## src/rtl/trace_pkg.sv

```systemverilog
// ============================================================================
// Module      : trace_pkg
// Description : Shared trace word width, flag encodings and sink FSM states.
// Revision    : 1.0 - initial release
// ============================================================================
`default_nettype none

package trace_pkg;

  localparam int TRACE_W = 36;

  // Flag nibble occupies trace_data[35:32]
  localparam int TRACE_FLAG_BRANCH_BIT = 32;
  localparam int TRACE_FLAG_ADDR_BIT   = 33;
  localparam int TRACE_FLAG_IRQ_BIT    = 35;

  localparam logic [3:0] TRACE_FLAG_BRANCH = 4'b0001;
  localparam logic [3:0] TRACE_FLAG_ADDR   = 4'b0010;
  localparam logic [3:0] TRACE_FLAG_IRQ    = 4'b1000;

  typedef enum logic [1:0] {
    IDLE   = 2'd0,
    RUN    = 2'd1,
    FROZEN = 2'd2
  } trace_sink_state_t;

endpackage

`default_nettype wire

```

## src/rtl/trace_fifo.sv

```systemverilog
// ============================================================================
// Module      : trace_fifo
// Description : Single-clock FIFO with registered head word, occupancy and full.
// Revision    : 1.0 - initial release
// ============================================================================
`default_nettype none

module trace_fifo #(
  parameter int DEPTH = 16,
  parameter int WIDTH = 36
) (
  input  logic                       clk,
  input  logic                       resetn,
  input  logic                       clear_i,
  input  logic                       push_i,
  input  logic [WIDTH-1:0]           wdata_i,
  input  logic                       pop_ready_i,
  output logic                       rvalid_o,
  output logic [WIDTH-1:0]           rdata_o,
  output logic [$clog2(DEPTH):0]     level_o,
  output logic                       full_o
);

  localparam int ADDR_W = $clog2(DEPTH);
  localparam logic [ADDR_W:0] FULL_LVL = (ADDR_W+1)'(DEPTH);

  logic [WIDTH-1:0]  mem_q [DEPTH];
  logic [ADDR_W:0]   wr_ptr_q, wr_ptr_d;
  logic [ADDR_W:0]   rd_ptr_q, rd_ptr_d;
  logic              rvalid_q;
  logic [WIDTH-1:0]  rdata_q;
  logic [ADDR_W:0]   w_level, w_level_d;
  logic              w_full, w_push, w_pop;
  logic [WIDTH-1:0]  w_head_d;

  assign w_level = wr_ptr_q - rd_ptr_q;
  assign w_full  = (w_level == FULL_LVL);
  assign w_push  = push_i & ~w_full & ~clear_i;
  assign w_pop   = rvalid_q & pop_ready_i & ~clear_i;

  always_comb begin
    wr_ptr_d  = wr_ptr_q + (ADDR_W+1)'(w_push);
    rd_ptr_d  = rd_ptr_q + (ADDR_W+1)'(w_pop);
    w_level_d = wr_ptr_d - rd_ptr_d;
    // The new head is the word being written this edge when it lands at the read slot
    if (w_push && (rd_ptr_d == wr_ptr_q)) begin
      w_head_d = wdata_i;
    end else begin
      w_head_d = mem_q[rd_ptr_d[ADDR_W-1:0]];
    end
  end

  always_ff @(posedge clk) begin
    if (w_push) begin
      mem_q[wr_ptr_q[ADDR_W-1:0]] <= wdata_i;
    end
  end

  always_ff @(posedge clk or negedge resetn) begin
    if (!resetn) begin
      wr_ptr_q <= '0;
      rd_ptr_q <= '0;
      rvalid_q <= 1'b0;
      rdata_q  <= '0;
    end else if (clear_i) begin
      wr_ptr_q <= '0;
      rd_ptr_q <= '0;
      rvalid_q <= 1'b0;
    end else begin
      wr_ptr_q <= wr_ptr_d;
      rd_ptr_q <= rd_ptr_d;
      rvalid_q <= (w_level_d != '0);
      if (w_level_d != '0) begin
        rdata_q <= w_head_d;
      end
    end
  end

  assign rvalid_o = rvalid_q;
  assign rdata_o  = rdata_q;
  assign level_o  = w_level;
  assign full_o   = w_full;

endmodule

`default_nettype wire

```

## src/rtl/trace_sink.sv

```systemverilog
// ============================================================================
// Module      : trace_sink
// Description : Trace port capture FIFO with drop accounting and freeze-on-full.
//               Define TRACE_SINK_STATS_EN to add per-flag push counters.
// Revision    : 1.0 - initial release
// ============================================================================
`default_nettype none

module trace_sink
  import trace_pkg::*;
#(
  parameter int DEPTH  = 16,
  parameter int DROP_W = 16
) (
  input  logic                     clk,
  input  logic                     resetn,
  input  logic                     trace_valid,
  input  logic [TRACE_W-1:0]       trace_data,
  input  logic                     enable,
  input  logic                     stop_on_full,
  input  logic                     clear,
  output logic                     out_valid,
  output logic [TRACE_W-1:0]       out_data,
  input  logic                     out_ready,
  output logic [$clog2(DEPTH):0]   level,
  output logic                     overflow,
  output logic [DROP_W-1:0]        drop_count,
`ifdef TRACE_SINK_STATS_EN
  output logic [31:0]              branch_count,
  output logic [31:0]              addr_count,
  output logic [31:0]              irq_count,
`endif
  output logic                     frozen
);

  trace_sink_state_t state_q, state_d;
  logic              overflow_q;
  logic [DROP_W-1:0] drop_count_q;
  logic              w_full, w_capture, w_push, w_drop;

  // Capture starts on the very edge enable is first sampled high
  assign w_capture = enable & (state_q != FROZEN) & ~clear;
  assign w_push    = w_capture & trace_valid & ~w_full;
  assign w_drop    = w_capture & trace_valid & w_full;

  trace_fifo #(
    .DEPTH (DEPTH),
    .WIDTH (TRACE_W)
  ) u_fifo (
    .clk         (clk),
    .resetn      (resetn),
    .clear_i     (clear),
    .push_i      (w_push),
    .wdata_i     (trace_data),
    .pop_ready_i (out_ready),
    .rvalid_o    (out_valid),
    .rdata_o     (out_data),
    .level_o     (level),
    .full_o      (w_full)
  );

  always_comb begin
    state_d = state_q;
    if (clear) begin
      state_d = enable ? RUN : IDLE;
    end else if (w_drop && stop_on_full) begin
      state_d = FROZEN;
    end else if (state_q != FROZEN) begin
      state_d = enable ? RUN : IDLE;
    end
  end

  always_ff @(posedge clk or negedge resetn) begin
    if (!resetn) begin
      state_q      <= IDLE;
      overflow_q   <= 1'b0;
      drop_count_q <= '0;
    end else begin
      state_q <= state_d;
      if (clear) begin
        overflow_q   <= 1'b0;
        drop_count_q <= '0;
      end else if (w_drop) begin
        overflow_q <= 1'b1;
        if (drop_count_q != '1) begin
          drop_count_q <= drop_count_q + 1'b1;
        end
      end
    end
  end

  assign overflow   = overflow_q;
  assign drop_count = drop_count_q;
  assign frozen     = (state_q == FROZEN);

`ifdef TRACE_SINK_STATS_EN
  logic [31:0] branch_cnt_q, addr_cnt_q, irq_cnt_q;

  always_ff @(posedge clk or negedge resetn) begin
    if (!resetn) begin
      branch_cnt_q <= '0;
      addr_cnt_q   <= '0;
      irq_cnt_q    <= '0;
    end else if (clear) begin
      branch_cnt_q <= '0;
      addr_cnt_q   <= '0;
      irq_cnt_q    <= '0;
    end else if (w_push) begin
      branch_cnt_q <= branch_cnt_q + 32'(trace_data[TRACE_FLAG_BRANCH_BIT]);
      addr_cnt_q   <= addr_cnt_q   + 32'(trace_data[TRACE_FLAG_ADDR_BIT]);
      irq_cnt_q    <= irq_cnt_q    + 32'(trace_data[TRACE_FLAG_IRQ_BIT]);
    end
  end

  assign branch_count = branch_cnt_q;
  assign addr_count   = addr_cnt_q;
  assign irq_count    = irq_cnt_q;
`endif

endmodule

`default_nettype wire

```

## config.mk

```make
export PLATFORM = sky130hd
export DESIGN_NAME = trace_sink
export DESIGN_NICKNAME = d
export VERILOG_FILES = /design/src/rtl/trace_pkg.sv /design/src/rtl/trace_fifo.sv /design/src/rtl/trace_sink.sv
export SDC_FILE = /design/constraint.sdc
export NUM_CORES = 1
export LEC_CHECK = 0
export CAP_MARGIN = 20
export CORE_MARGIN = 5
export CORE_UTILIZATION = 36
export DETAILED_ROUTE_END_ITERATION = 16
export HOLD_SLACK_MARGIN = 0.1
export SETUP_SLACK_MARGIN = 0.5
export SYNTH_ARGS = -nofsm -noshare
export SYNTH_HDL_FRONTEND = slang
export SYNTH_SLANG_ARGS = --single-unit
```

## constraint.sdc

```tcl
create_clock -name clk -period 5.9 [get_ports clk]
set_clock_uncertainty 0.05 [all_clocks]
set_input_delay 0.59 -clock clk [delete_from_list [all_inputs] [get_ports clk]]
set_output_delay 0.59 -clock clk [all_outputs]
set_load 0.01 [all_outputs]
```

==> results.py <==
metrics = {
    "outcome": {
        "status": "complete, no violations",
    },
    "logic_synthesis": {
        "seq_area_frac_synth_pct": 74.9,
        "synth_top_area_share_pct": 68.3,
        "synth_common_cells": "edfxtp_1, mux4_2, dfrtp_1",
        "synth_area_per_cell_um2": 22.4,
        "ys_ff_latch": 642,
        "netlist_top_cells_area": "edfxtp_1, mux4_2, dfrtp_1",
        "synth_nets": 1189,
        "synth-edff-count": 576,
        "yosysMostFrequentCell": "edfxtp_1",
        "synthArstFlopShare_pct": 10.3,
        "yosysUniqueCellTypes": 39,
        "dominantRegCellSynth": "edfxtp_1",
        "syn-instance-count": 1131,
        "synth_warnings": 0,
        "netlist_area_um2": 25300,
        "synth_area_leader_cell": "edfxtp_1",
    },
    "critical_path": {
        "crit_start": "u_fifo.wr_ptr_q[0]$_DFF_PN0_",
        "worst_ep_arrival_time_ns": 5.38,
        "rr_startpoint": "u_fifo.wr_ptr_q[0]$_DFF_PN0_",
        "r2r_cells": 19,
        "path_max_fanout": 25,
        "crit_path_end_kind": "flip-flop",
        "crit_required_ns": 6.33,
        "path_class": "reg2reg",
        "worstSetupStartpointType": "flip-flop",
    },
    "detailed_routing": {
        "drc": 0,
        "dr.pass1.iters": 5,
        "ant_nets": 0,
        "wl_um": 57900,
        "post_drt_via_cell_ratio": 5.20,
        "wire_per_inst_um": 25.4,
        "via_count": 11855,
        "drtIter0Drc": 1003,
    },
    "clock_network": {
        "htreeDepth": 3,
        "cts_tree": "built",
        "postCtsSetupBuffers": 0,
        "root_buffer": "clkbuf_16",
        "numCtsBuffers": 69,
        "clkTransAtPathRegs_ns": 0.06,
        "clockBufferDepth": 3,
        "clkSinkCount": 642,
        "clk_latency_ns": 0.60,
    },
    "power_and_ir_drop": {
        "peakVddDrop_v": 0.000174,
        "p_int_mw": 8.26,
        "switchingPower_mw": 2.35,
        "leakagePower_nw": 9.58,
        "p_seq_share_pct": 49.2,
        "power.total_mw": 10.6,
        "switching_share_pct": 22.1,
        "powerDensity_nw_per_um2": 354,
        "pwr-share-clk_pct": 39.4,
        "combPwrFrac_pct": 11.4,
    },
    "sta": {
        "drv_slew": 0,
        "setup_tns_ns": 0,
        "fin_hold_ws_ns": 0.383,
        "rsz0062_at_grt": "no",
        "layout_setup_ws_ns": 0.948,
        "setup_viol": 0,
        "relSlewSlack_pct": 34.1,
        "period_minus_slack_ns": 4.95,
        "period_share_pct": 83.9,
        "max_freq_mhz": 202,
        "worst_pin_slew_ns": 0.986,
        "hold_viol": 0,
    },
    "die": {
        "core-area_um2": 69900,
        "rows": 97,
        "io_pins": 103,
        "die_area_um2": 75700,
        "initial_core_util_pct": 36.2,
        "die_w_um": 275,
        "die_h_um": 275,
    },
    "final_layout": {
        "drive_gt1_share_pct": 30.1,
        "final_nets": 1341,
        "area_growth_pct": 18.3,
    },
    "grt": {
        "grt_first_pass_wirelength_um": 85600,
        "antenna_found_initial": 5,
        "grt_pass1_vias": 12604,
        "grt_overflow": 0,
        "track_usage_pct": 15.4,
        "grt_max_degree": 145,
    },
    "job": {
        "drv_cap": 0,
    },
    "placement": {
        "routabilityCongestion": 0.767,
        "io_buffers": 102,
        "place_hpwl_um": 29600,
        "post-place-ws_ns": 0.744,
    },
    "hold_path": {
        "hold_path.class": "in2async",
    },
}
## kinds of logic after synthesis
family	share of synthesized area [%]
DFF	74.9
muxes	19.7
and+or+nand+nor	1.99
buffers and inverters	1.22
xor gates and xnor gates	1.00
AOI/OAI and AO/OA	0.484
adders and majority gates	0.771
## timing repair
item | 4_1_cts | 5_1_grt
gates resized for setup | 0 | 2
hold buffers | 1 | 0
setup endpoints to repair | 0 | 24
endpoints found under the hold margin | 17 | 0
## critical path, stage by stage, from the launching register on
cell	delay (ns)
dfrtp_1	0.42
inv_1	0.11
ha_1	0.16
inv_1	0.05
fa_1	0.40
a21o_1	0.20
a21oi_1	0.17
xor2_1	0.14
o31ai_2	0.37
inv_1	0.13
ha_1	0.22
ha_1	0.21
xor2_1	0.27
ha_1	0.32
a221oi_1	0.33
xor2_1	0.17
nand4_1	0.17
o21ai_4	0.21
buf_6	0.33
mux2_2	0.39
## final timing paths
check,to,slack [ns]
setup / recovery,u_fifo.rdata_o[16]$_DFFE_PN0P_,0.95
max in group asynchronous,u_fifo.rdata_o[20]$_DFFE_PN0P_,4.32
hold reg to reg,u_fifo.rdata_o[26]$_DFFE_PN0P_,0.45
setup reg to reg,u_fifo.rdata_o[16]$_DFFE_PN0P_,0.95
min in group clk,u_fifo.rdata_o[26]$_DFFE_PN0P_,0.45
hold / removal,drop_count[4]$_DFFE_PN0P_,0.38
## metal layers
| metal | GRT usage, % | share of wire, % | vias up | wire, um |
|---|---|---|---|---|
| met5 | 0 | 0.040 | - | 23 |
| met4 | 3.22 | 1.6 | 4 | 953 |
| li1 | - | - | 5019 | - |
| met2 | 24.9 | 49 | 301 | 28300 |
| met3 | 3.30 | 5.5 | 72 | 3200 |
| met1 | 21.8 | 44 | 6459 | 25400 |
## layout make-up
class,instances,area [um^2]
Clock inverter,31,265
Sequential cell,642,18900
Multi-Input combinational cell,419,6220
Tap cell,940,1180
Timing Repair Buffer,133,1310
Clock buffer,96,1950
Antenna cell,3,7.51
Fill cell,6042,40000
Inverter,18,67.6
## power groups by stage
stage	combinational (mW)	clock [mW]	sequential [mW]
2_1_floorplan	0.649	0	5.32
3_3_place_gp	1.22	0	5.32
3_5_place_dp	1.24	0	5.31
4_1_cts	1.25	4.28	5.22
5_1_grt	1.32	4.48	5.23
6_report	1.21	4.18	5.21
## placed cells by master, fill, tap and decap left out, types with 14 or more instances in the layout
cell type          n
mux4_2           180
nand3_1           14
dfrtp_1           66
mux2_4            30
nor2_1            22
clkdlybuf4s50_1  101
clkbuf_16         71
mux2_2            36
xnor2_1           16
buf_4             26
inv_1             14
edfxtp_1         576
clkbuf_1          17
## stage by stage
stage | util, % | area [um^2] | std cells
after floorplan | - | 25300 | 1131
after global placement | 39.6 | 27700 | 2151
after detailed placement | 39.6 | 27700 | 2151
after CTS | 42.8 | 29900 | 2279
after global routing | 42.8 | 29900 | 2279
final | 42.8 | 29900 | 2282
## sequential cells by signal, indices dropped and copies added, names as in the netlist
| signal | count |
|---|---|
| state_q | 2 |
| u_fifo.rd_ptr_q | 5 |
| u_fifo.mem_q | 576 |
| u_fifo.wr_ptr_q | 5 |
| u_fifo.rdata_o | 36 |
| overflow | 1 |
| u_fifo.rvalid_o | 1 |
| drop_count | 16 |
Power figures use the tool's default switching activity.
